**config.mk**
```make
export PLATFORM = sky130hd
export DESIGN_NAME = calc3_req_sched
export DESIGN_NICKNAME = d
export VERILOG_FILES = /design/src/rtl/calc3_req_sched.sv
export SDC_FILE = /design/constraint.sdc
export NUM_CORES = 1
export LEC_CHECK = 0
export CORE_MARGIN = 2
export CORE_UTILIZATION = 60
export CTS_CLUSTER_DIAMETER = 100
export DETAILED_ROUTE_END_ITERATION = 8
export GPL_ROUTABILITY_DRIVEN = 0
export PLACE_DENSITY_LB_ADDON = 0.2
export REMOVE_ABC_BUFFERS = 1
export SYNTH_ARGS = -nofsm -noshare
export SYNTH_HDL_FRONTEND = slang
export SYNTH_SLANG_ARGS = --single-unit
```
**constraint.sdc**
```tcl
create_clock -name c_clk -period 12.7 [get_ports c_clk]
set_input_delay 3.81 -clock c_clk [delete_from_list [all_inputs] [get_ports c_clk]]
set_output_delay 3.81 -clock c_clk [all_outputs]
set_load 0.02 [all_outputs]
```
**src/rtl/calc3_req_sched.sv**
```systemverilog
// Request scheduler for the calc3 pipe: four per-port command queues, a register
// busy scoreboard and a round-robin issue stage with a valid/ready handshake.
module calc3_req_sched #(
    parameter int DEPTH = 2,
    parameter int NREG  = 16
) (
    input  logic            c_clk,
    input  logic            reset,
    input  logic [3:0]      req1_cmd,
    input  logic [1:0]      req1_tag,
    input  logic [3:0]      req1_d1,
    input  logic [3:0]      req1_d2,
    input  logic [3:0]      req1_r1,
    input  logic [31:0]     req1_data,
    input  logic [3:0]      req2_cmd,
    input  logic [1:0]      req2_tag,
    input  logic [3:0]      req2_d1,
    input  logic [3:0]      req2_d2,
    input  logic [3:0]      req2_r1,
    input  logic [31:0]     req2_data,
    input  logic [3:0]      req3_cmd,
    input  logic [1:0]      req3_tag,
    input  logic [3:0]      req3_d1,
    input  logic [3:0]      req3_d2,
    input  logic [3:0]      req3_r1,
    input  logic [31:0]     req3_data,
    input  logic [3:0]      req4_cmd,
    input  logic [1:0]      req4_tag,
    input  logic [3:0]      req4_d1,
    input  logic [3:0]      req4_d2,
    input  logic [3:0]      req4_r1,
    input  logic [31:0]     req4_data,
    output logic [3:0]      port_full,
    output logic            drop_err,
    output logic [1:0]      drop_port,
    output logic            iss_valid,
    input  logic            iss_ready,
    output logic [1:0]      iss_port,
    output logic [3:0]      iss_cmd,
    output logic [1:0]      iss_tag,
    output logic [3:0]      iss_d1,
    output logic [3:0]      iss_d2,
    output logic [3:0]      iss_r1,
    output logic [31:0]     iss_data,
    input  logic            cmp_valid,
    input  logic [3:0]      cmp_r1,
    output logic [NREG-1:0] busy_regs
);
    localparam int AW = $clog2(DEPTH);
    localparam logic [AW:0] FULL_CNT = (AW+1)'(DEPTH);

    typedef struct packed {
        logic [3:0]  cmd;
        logic [1:0]  tag;
        logic [3:0]  d1;
        logic [3:0]  d2;
        logic [3:0]  r1;
        logic [31:0] data;
    } entry_t;

    function automatic logic f_reads_d1(input logic [3:0] c);
        return c inside {4'd1, 4'd2, 4'd5, 4'd6, 4'd13, 4'd10, 4'd12};
    endfunction

    function automatic logic f_reads_d2(input logic [3:0] c);
        return c inside {4'd1, 4'd2, 4'd5, 4'd6, 4'd13};
    endfunction

    function automatic logic f_writes_r1(input logic [3:0] c);
        return c inside {4'd1, 4'd2, 4'd5, 4'd6, 4'd9};
    endfunction

    entry_t          w_in      [4];
    entry_t          w_head    [4];
    entry_t          r_mem     [4][DEPTH];
    logic [AW-1:0]   r_wp      [4];
    logic [AW-1:0]   r_rp      [4];
    logic [AW:0]     r_cnt     [4];
    logic [AW:0]     w_cnt_nxt [4];
    logic [3:0]      w_push, w_drop, w_pop, w_elig;
    logic [1:0]      r_ptr, w_sel, w_drop_port;
    logic            w_any, w_grant;
    logic [NREG-1:0] r_busy, w_busy_nxt;
    logic [3:0]      r_full;
    logic            r_drop_err;
    logic [1:0]      r_drop_port;
    entry_t          w_iss;

    assign w_in[0] = {req1_cmd, req1_tag, req1_d1, req1_d2, req1_r1, req1_data};
    assign w_in[1] = {req2_cmd, req2_tag, req2_d1, req2_d2, req2_r1, req2_data};
    assign w_in[2] = {req3_cmd, req3_tag, req3_d1, req3_d2, req3_r1, req3_data};
    assign w_in[3] = {req4_cmd, req4_tag, req4_d1, req4_d2, req4_r1, req4_data};

    // A head is eligible only when none of its source or destination registers is pending.
    always_comb begin
        for (int p = 0; p < 4; p++) begin
            w_head[p] = r_mem[p][r_rp[p]];
            w_elig[p] = (r_cnt[p] != '0)
                     && !(f_reads_d1(w_head[p].cmd)  && r_busy[w_head[p].d1])
                     && !(f_reads_d2(w_head[p].cmd)  && r_busy[w_head[p].d2])
                     && !(f_writes_r1(w_head[p].cmd) && r_busy[w_head[p].r1]);
        end
    end

    // NOTE: every always_comb output gets a default first, so no path can infer a latch.
    always_comb begin
        w_any = 1'b0;
        w_sel = '0;
        for (int i = 1; i <= 4; i++) begin
            if (!w_any && w_elig[r_ptr + 2'(i)]) begin
                w_any = 1'b1;
                w_sel = r_ptr + 2'(i);
            end
        end
    end

    assign w_grant = w_any && iss_ready;
    assign w_iss   = w_any ? w_head[w_sel] : '0;

    always_comb begin
        w_drop_port = '0;
        for (int p = 3; p >= 0; p--) begin
            w_push[p]    = (w_in[p].cmd != 4'd0) && (r_cnt[p] != FULL_CNT);
            w_drop[p]    = (w_in[p].cmd != 4'd0) && (r_cnt[p] == FULL_CNT);
            w_pop[p]     = w_grant && (w_sel == 2'(p));
            w_cnt_nxt[p] = r_cnt[p] + (AW+1)'(w_push[p]) - (AW+1)'(w_pop[p]);
            if (w_drop[p])
                w_drop_port = 2'(p);
        end
    end

    // Set is applied after clear so a same-edge retire cannot free a newly granted writer.
    always_comb begin
        w_busy_nxt = r_busy;
        if (cmp_valid)
            w_busy_nxt[cmp_r1] = 1'b0;
        if (w_grant && f_writes_r1(w_iss.cmd))
            w_busy_nxt[w_iss.r1] = 1'b1;
    end

    always_ff @(posedge c_clk or posedge reset) begin
        if (reset) begin
            for (int p = 0; p < 4; p++) begin
                r_wp[p]  <= '0;
                r_rp[p]  <= '0;
                r_cnt[p] <= '0;
            end
            r_ptr       <= 2'd3;
            r_busy      <= '0;
            r_full      <= '0;
            r_drop_err  <= 1'b0;
            r_drop_port <= '0;
        end else begin
            for (int p = 0; p < 4; p++) begin
                if (w_push[p])
                    r_wp[p] <= r_wp[p] + AW'(1);
                if (w_pop[p])
                    r_rp[p] <= r_rp[p] + AW'(1);
                r_cnt[p]  <= w_cnt_nxt[p];
                r_full[p] <= (w_cnt_nxt[p] == FULL_CNT);
            end
            if (w_grant)
                r_ptr <= w_sel;
            r_busy      <= w_busy_nxt;
            r_drop_err  <= |w_drop;
            r_drop_port <= w_drop_port;
        end
    end

    // NOTE: queue storage has no reset; the counts alone decide which slots are live.
    always_ff @(posedge c_clk) begin
        for (int p = 0; p < 4; p++) begin
            if (w_push[p])
                r_mem[p][r_wp[p]] <= w_in[p];
        end
    end

    assign port_full = r_full;
    assign drop_err  = r_drop_err;
    assign drop_port = r_drop_port;
    assign busy_regs = r_busy;
    assign iss_valid = w_any;
    assign iss_port  = w_any ? w_sel : 2'd0;
    assign iss_cmd   = w_iss.cmd;
    assign iss_tag   = w_iss.tag;
    assign iss_d1    = w_iss.d1;
    assign iss_d2    = w_iss.d2;
    assign iss_r1    = w_iss.r1;
    assign iss_data  = w_iss.data;

endmodule

```
# ---- After elaboration in Yosys (flattened, before gate mapping)
# Memory sizes are Yosys's and may differ from the RTL's.
# Cells that the tools add are included.
dict set report word_totals {
  output_inout_bits 76
  ramBits 400
  memories 1
  input_bits 208
  ff_bits 41
  wordCells 302
}
# memory words word_bits read_ports rd_clocked_by_memory_dff write_ports line
set memory_table {}
lappend memory_table {r_mem 4 100 4 0 4 75} ;# entry_t r_mem [4][DEPTH];
dict set report classes {
  add_sub_neg 19
  mux 83
  n_reduce_logical 85
  bitwise 12
  order_cmp 33
  n_eq_ne 52
}
# operator n
set ops {}
lappend ops {{50-bit 2-to-1 mux} 19}
lappend ops {{100-bit 2-to-1 mux} 4}
lappend ops {{50-bit demux with 1-bit select} 4}
lappend ops {{50-bit binary-select mux with 2-bit select} 1}
lappend ops {{4-bit by 5-bit < comparator with 1-bit output, second input constant} 14}
lappend ops {{4-bit == test, second input constant} 17}
lappend ops {{1-bit binary-select mux with 4-bit select} 12}
lappend ops {{1-bit logical AND} 47}
lappend ops {{5-bit nonzero test} 9}
lappend ops {{4-bit by 3-bit == test with 1-bit output, second input constant} 10}
lappend ops {{16-bit 2-to-1 mux} 2}
lappend ops {{7-bit nonzero test} 4}
lappend ops {{1-bit 2-to-1 mux} 26}
lappend ops {{2-bit == test, second input constant} 10}
lappend ops {{4-bit by 1-bit == test with 1-bit output, second input constant} 5}
lappend ops {{4-bit by 2-bit == test with 1-bit output, second input constant} 5}
lappend ops {{2-bit 2-to-1 mux} 9}
lappend ops {{16-bit bitwise AND} 1}
lappend ops {{2-bit >= comparator, second input constant} 8}
lappend ops {{1-bit inverter with 2-bit output} 8}
lappend ops {{16-bit inverter} 1}
lappend ops {{16-bit bitwise OR} 1}
lappend ops {{4-bit nonzero test} 4}
lappend ops {{1-bit zero test} 15}
lappend ops {{other kinds (17)} 48}

# ---- Logic depth before layout (Yosys ltp)
dict set report logic_depth {
  depth_word 34
  ltp_mapped 23
  mapped_depth_nobuf 17
}

# ---- Least setup slack after synthesis
# No wires, ideal clock.
dict set report synth_path {
  kind {flip-flop to output port}
  start {register r_rp[1] in the netlist's numbering}
  end {output port iss_data[25]}
  t_arrival_ps 3853
  n_path_buf 6
  required_ps 8890
  slack_ps 5037
  path_stages_with_launch 17
  cell_sequence {dfrtp_1 -> buf_6 -> mux2i_1 -> mux4_2 -> a22o_1 -> o22ai_1 -> o2111ai_1 -> o211ai_1 -> nand3_1 -> buf_6 -> buf_4 -> buf_2 -> buf_2 -> buf_2 -> a21oi_1 -> nor2_1 -> nor3_1}
}
dict set report synth_via {
  elab_chain_len 28
  word_cells_on_any_way 57
  classes_between {8 x eq/ne; 29 x mux; 2 x bitwise; 18 x reduce/logical}
}
# element line
set synth_rtl {}
lappend synth_rtl {{from (decl)} 77} ;# logic [AW-1:0] r_rp [4];
lappend synth_rtl {{from (signal, indexed assignment)} 158} ;# r_rp[p] <= r_rp[p] + AW'(1);
lappend synth_rtl {{1-bit inverter with 2-bit output (implied by the code) (*)} 97} ;# w_head[p] = r_mem[p][r_rp[p]];
lappend synth_rtl {{50-bit 2-to-1 mux (implied by the code) (*) (3 in a row)} 97}
lappend synth_rtl {{1-bit binary-select mux with 4-bit select, or another cell as far along} 99} ;# && !(f_reads_d1(w_head[p].cmd) && r_busy[w_head[p].d1])
lappend synth_rtl {{1-bit 2-to-1 mux (implied by the code) or 7-bit nonzero test (tied branches)} {99, 62}}
lappend synth_rtl {{1-bit logical AND} 99}
lappend synth_rtl {{1-bit zero test} 99}
lappend synth_rtl {{1-bit logical AND} 99}
lappend synth_rtl {{1-bit logical AND} 100} ;# && !(f_reads_d2(w_head[p].cmd) && r_busy[w_head[p].d2])
lappend synth_rtl {{[9 not listed]} --}
lappend synth_rtl {{1-bit 2-to-1 mux} 110} ;# if (!w_any && w_elig[r_ptr + 2'(i)]) begin
lappend synth_rtl {{1-bit zero test} 110}
lappend synth_rtl {{1-bit logical AND} 110}
lappend synth_rtl {{2-bit 2-to-1 mux} 110}
lappend synth_rtl {{2-bit inverter with 3-bit output (implied by the code)} 118} ;# assign w_iss = w_any ? w_head[w_sel] : '0;
lappend synth_rtl {{50-bit binary-select mux with 2-bit select} 118}
lappend synth_rtl {{50-bit 2-to-1 mux (implied by the code) (2 in a row)} 118}
lappend synth_rtl {{50-bit 2-to-1 mux (*)} 118}
lappend synth_rtl {{to (decl)} 44} ;# output logic [31:0] iss_data,
# Mark *: on every way between the ends. The rest lies on a longest branch, timed or not. The select of a mux whose other input is x is not followed.

# ---- Worst setup path after layout
dict set report layout_path {
  start {register r_rp[3] in the netlist's numbering}
  end {output port iss_data[17]}
}
# Same word-level chain as after synthesis.

==> results by group <==
Floorplan
  • Die span in y: 190 um
  • Die ar.: 36,100 um2
  • Initial Util: 60.6%
  • Rows: 68
  • IO Pins: 284
  • Core ar.: 34,300 um2
  • Die Width: 190 um

GRT
  • Initial antenna violation count: 14
  • Overall routing resource usage: 30.0%
  • Largest net degree at the start of global routing: 95
  • Vias in the first global route: 14,400
  • First-pass GRT wire length: 81,300 um
  • Overflow after GRT: 0

Clock tree
  • Cts bufs inserted: 46
  • Clock Latency Late Sink: 0.57 ns
  • H-tree lvl count: 2
  • Worst-path clk slew: 0.05 ns
  • CTS tree: yes
  • CTS resizes: 0
  • Post-cts hold buffer count: 0
  • Clock sinks: 441
  • Root Buffer: clkbuf_16
  • Max clock buf depth: 3
  • Post CTS Setup Buffer Count: 0

Worst setup path
  • Worst Setup End Kind: output pin
  • Largest fanout on the critical path: 59
  • Reg2Reg Depth: 15
  • Setup crit start kind: flip-flop
  • Crit. Startpoint: r_rp[3]
  • Data required time of the critical path: 8.89 ns
  • Reg-to-Reg End: busy_regs[4]
  • Worst R2R Start: r_rp[3]
  • Crit path to: iss_data[17]
  • WP data arrival: 6.85 ns
  • WS Path Type: reg -> out
  • R2R Setup Slk: 5.96 ns

Layout
  • Fraction of layout cells with a size suffix above 1: 10.7%
  • Net count, final: 1,983
  • Multi-input gate area: 7250 um2
  • Final-layout fill cell count: 2,194
  • Layout Utilization: 74.1%
  • Area delta synth->final: 22.4%
  • Final instance area: 25,400 um2
  • Flip-flop and latch area: 13,100 um2

Placed design
  • Post-DP HPWL: 35,000 um
  • Dpl cell area: 24,000 um2
  • I/O Buffers: 283

Synthesis
  • Largest area contributor in the netlist: edfxtp_1
  • Share of the synthesized area in the top cell type: 57.8%
  • Synthesized cell area: 20,800 um2
  • Synth warnings: 0
  • Seq cells post-synth: 441
  • EDFF count, synth: 400
  • Synth top area cells: edfxtp_1 58%, mux2i_1 9.8%, dfrtp_1 4.7%
  • Sequential area share after synthesis: 62.8%
  • Post-Syn Instances: 1,509
  • Syn Area/Cell: 13.8 um2
  • Ys flop type: edfxtp_1
  • Unique masters post-synth: 74
  • Async set-reset flop share out of synthesis: 9.30%

Route
  • 1st-pass router iterations: 5
  • Routed WL: 54,600 um
  • DR iter-0 viols: 1,413
  • Vias: 14,300
  • Vias per std cell: 6.31
  • DR DRC count: 0
  • Routed Antenna Nets: 0
  • Drt wl/cell: 24.1 um

Status
  • Status: completed

Timing
  • Period minus WS final: 10.66 ns
  • Fmax: 93.8 MHz
  • Max-Slew Margin vs Limit: 21.8%
  • Final Max Tran Viols: 0
  • RSZ-0062 raised after global routing: false
  • Final setup violation count: 0
  • Tightest Pin Transition: 1.17 ns
  • Final hold viol count: 0
  • Final period util: 84.0%
  • Setup TNS Final: 0 ns
  • Skew final: 0.0238 ns

Run
  • Max cap viols: 0

Min path
  • Hold/Removal Path Class: reg -> reg
## Yosys cell counts, types with 4 or more instances
| cell | instances |
|---|---|
| a21oi_1 | 93 |
| o21ai_0 | 59 |
| a22oi_1 | 5 |
| and3_1 | 4 |
| edfxtp_1 | 400 |
| xnor2_1 | 18 |
| o22ai_1 | 25 |
| o31ai_1 | 6 |
| o41ai_1 | 6 |
| o221ai_1 | 4 |
| mux2_2 | 50 |
| a32oi_1 | 11 |
| o41ai_2 | 4 |
| mux2i_2 | 7 |
| o32ai_1 | 4 |
| o2bb2ai_1 | 7 |
| clkbuf_1 | 49 |
| mux2i_1 | 203 |
| mux2i_4 | 4 |
| a221oi_1 | 6 |
| ha_1 | 8 |
| nand3_1 | 7 |
| buf_6 | 5 |
| a211oi_1 | 50 |
| nor3b_1 | 4 |
| nand3b_1 | 6 |
| nor2b_1 | 63 |
| buf_4 | 6 |
| nor3_1 | 17 |
| nand2b_1 | 27 |
| mux4_2 | 16 |
| dfrtp_1 | 39 |
| nor2_1 | 94 |
| buf_2 | 23 |
| a31oi_1 | 8 |
| xor2_1 | 5 |
| inv_1 | 32 |
| nand2_1 | 69 |
| buf_1 | 7 |
| and2_1 | 5 |
## registers in the layout, summed over array words and instances (netlist names)
signal / cells
busy_regs: 16
drop_err: 1
drop_port: 2
port_full: 4
r_cnt: 8
r_mem: 400
r_ptr: 2
r_rp: 4
r_wp: 4
## worst min path at each step
stage,end,slack [ns],start,cells past startpoint
after detailed placement,r_ptr[0],0.50,r_ptr[0],2
after global placement,r_ptr[0],0.48,r_ptr[0],2
after floorplan,r_wp[1],0.46,r_wp[1],1
final,r_ptr[0],0.52,r_ptr[0],2
after global routing,r_ptr[0],0.55,r_ptr[0],2
after CTS,r_ptr[0],0.51,r_ptr[0],2
## metrics by stage
step	hold WS [ns]	worst slack, ns	std cells
5_1_grt	0.551	1.67	2263
3_5_place_dp	0.501	2.61	2174
4_1_cts	0.508	2.00	2260
3_3_place_gp	0.483	2.84	2174
6_report	0.515	2.04	2264
2_1_floorplan	0.460	0.413	1419
## cell families (layout without fill, tap and decap cells)
group	count (synthesis)	in the layout	synth area share (%)
AOI/OAI and AO/OA	318	318	10.2
xor gates and xnor gates	23	23	0.970
adders and majority gates	8	8	0.482
buffers and inverters	122	418	2.63
DFF	441	441	62.8
muxes	280	280	15.1
other	0	4	0
and+or+nand+nor	317	317	7.77
## layout by cell type, fill, tap and decap left out, drive strengths merged, types with 17 or more instances in the layout
master         synthesis  layout
clkinv                 0      19
edfxtp               400     400
nor2                  94      94
clkdlybuf4s50          0     283
dfrtp                 39      39
o21ai                 62      62
xnor2                 18      18
mux2i                214     214
a21oi                 94      94
a211oi                50      50
nor3                  18      18
buf                   41      17
mux2                  50      50
nor2b                 64      64
nand2                 69      69
inv                   32      32
nand2b                27      27
o22ai                 25      25
clkbuf                49      64
## area by class of cell
| class | count | share of cell area (%) |
|---|---|---|
| clock buffers | 64 | 4.92 |
| diodes | 4 | 0.0394 |
| inverters | 32 | 0.472 |
| clock inverters | 22 | 0.822 |
| multi-input cells | 946 | 28.5 |
| repair buffers | 300 | 11.6 |
| flip-flops and latches | 441 | 51.3 |
| well taps | 455 | 2.24 |
## layer usage
| layer | track usage, % | up-vias | share of wire (%) | wire length [um] |
|---|---|---|---|---|
| met1 | 38.3 | 6985 | 38 | 20900 |
| met2 | 49.0 | 762 | 48 | 26200 |
| li1 | - | 6345 | - | - |
| met4 | 14.1 | 20 | 4.5 | 2480 |
| met3 | 6.81 | 173 | 8.9 | 4880 |
| met5 | 0 | - | 0.24 | 131 |
## critical path: stages, from the launching register on
cell             delay [ns]
dfrtp_4                0.85
buf_4                  0.54
mux2i_4                0.52
mux2i_1                0.25
a222oi_1               0.14
a32oi_1                0.38
o22ai_1                0.13
or3_4                  0.36
o211ai_1               0.27
nand3_4                0.80
nor2_1                 1.07
a21oi_1                0.13
o21ai_0                0.12
a21oi_1                0.09
clkdlybuf4s50_1        0.60
Power is left out: the tool's default activity adds up to more than one toggle a clock period on the data nets, which glitch-free logic cannot reach.
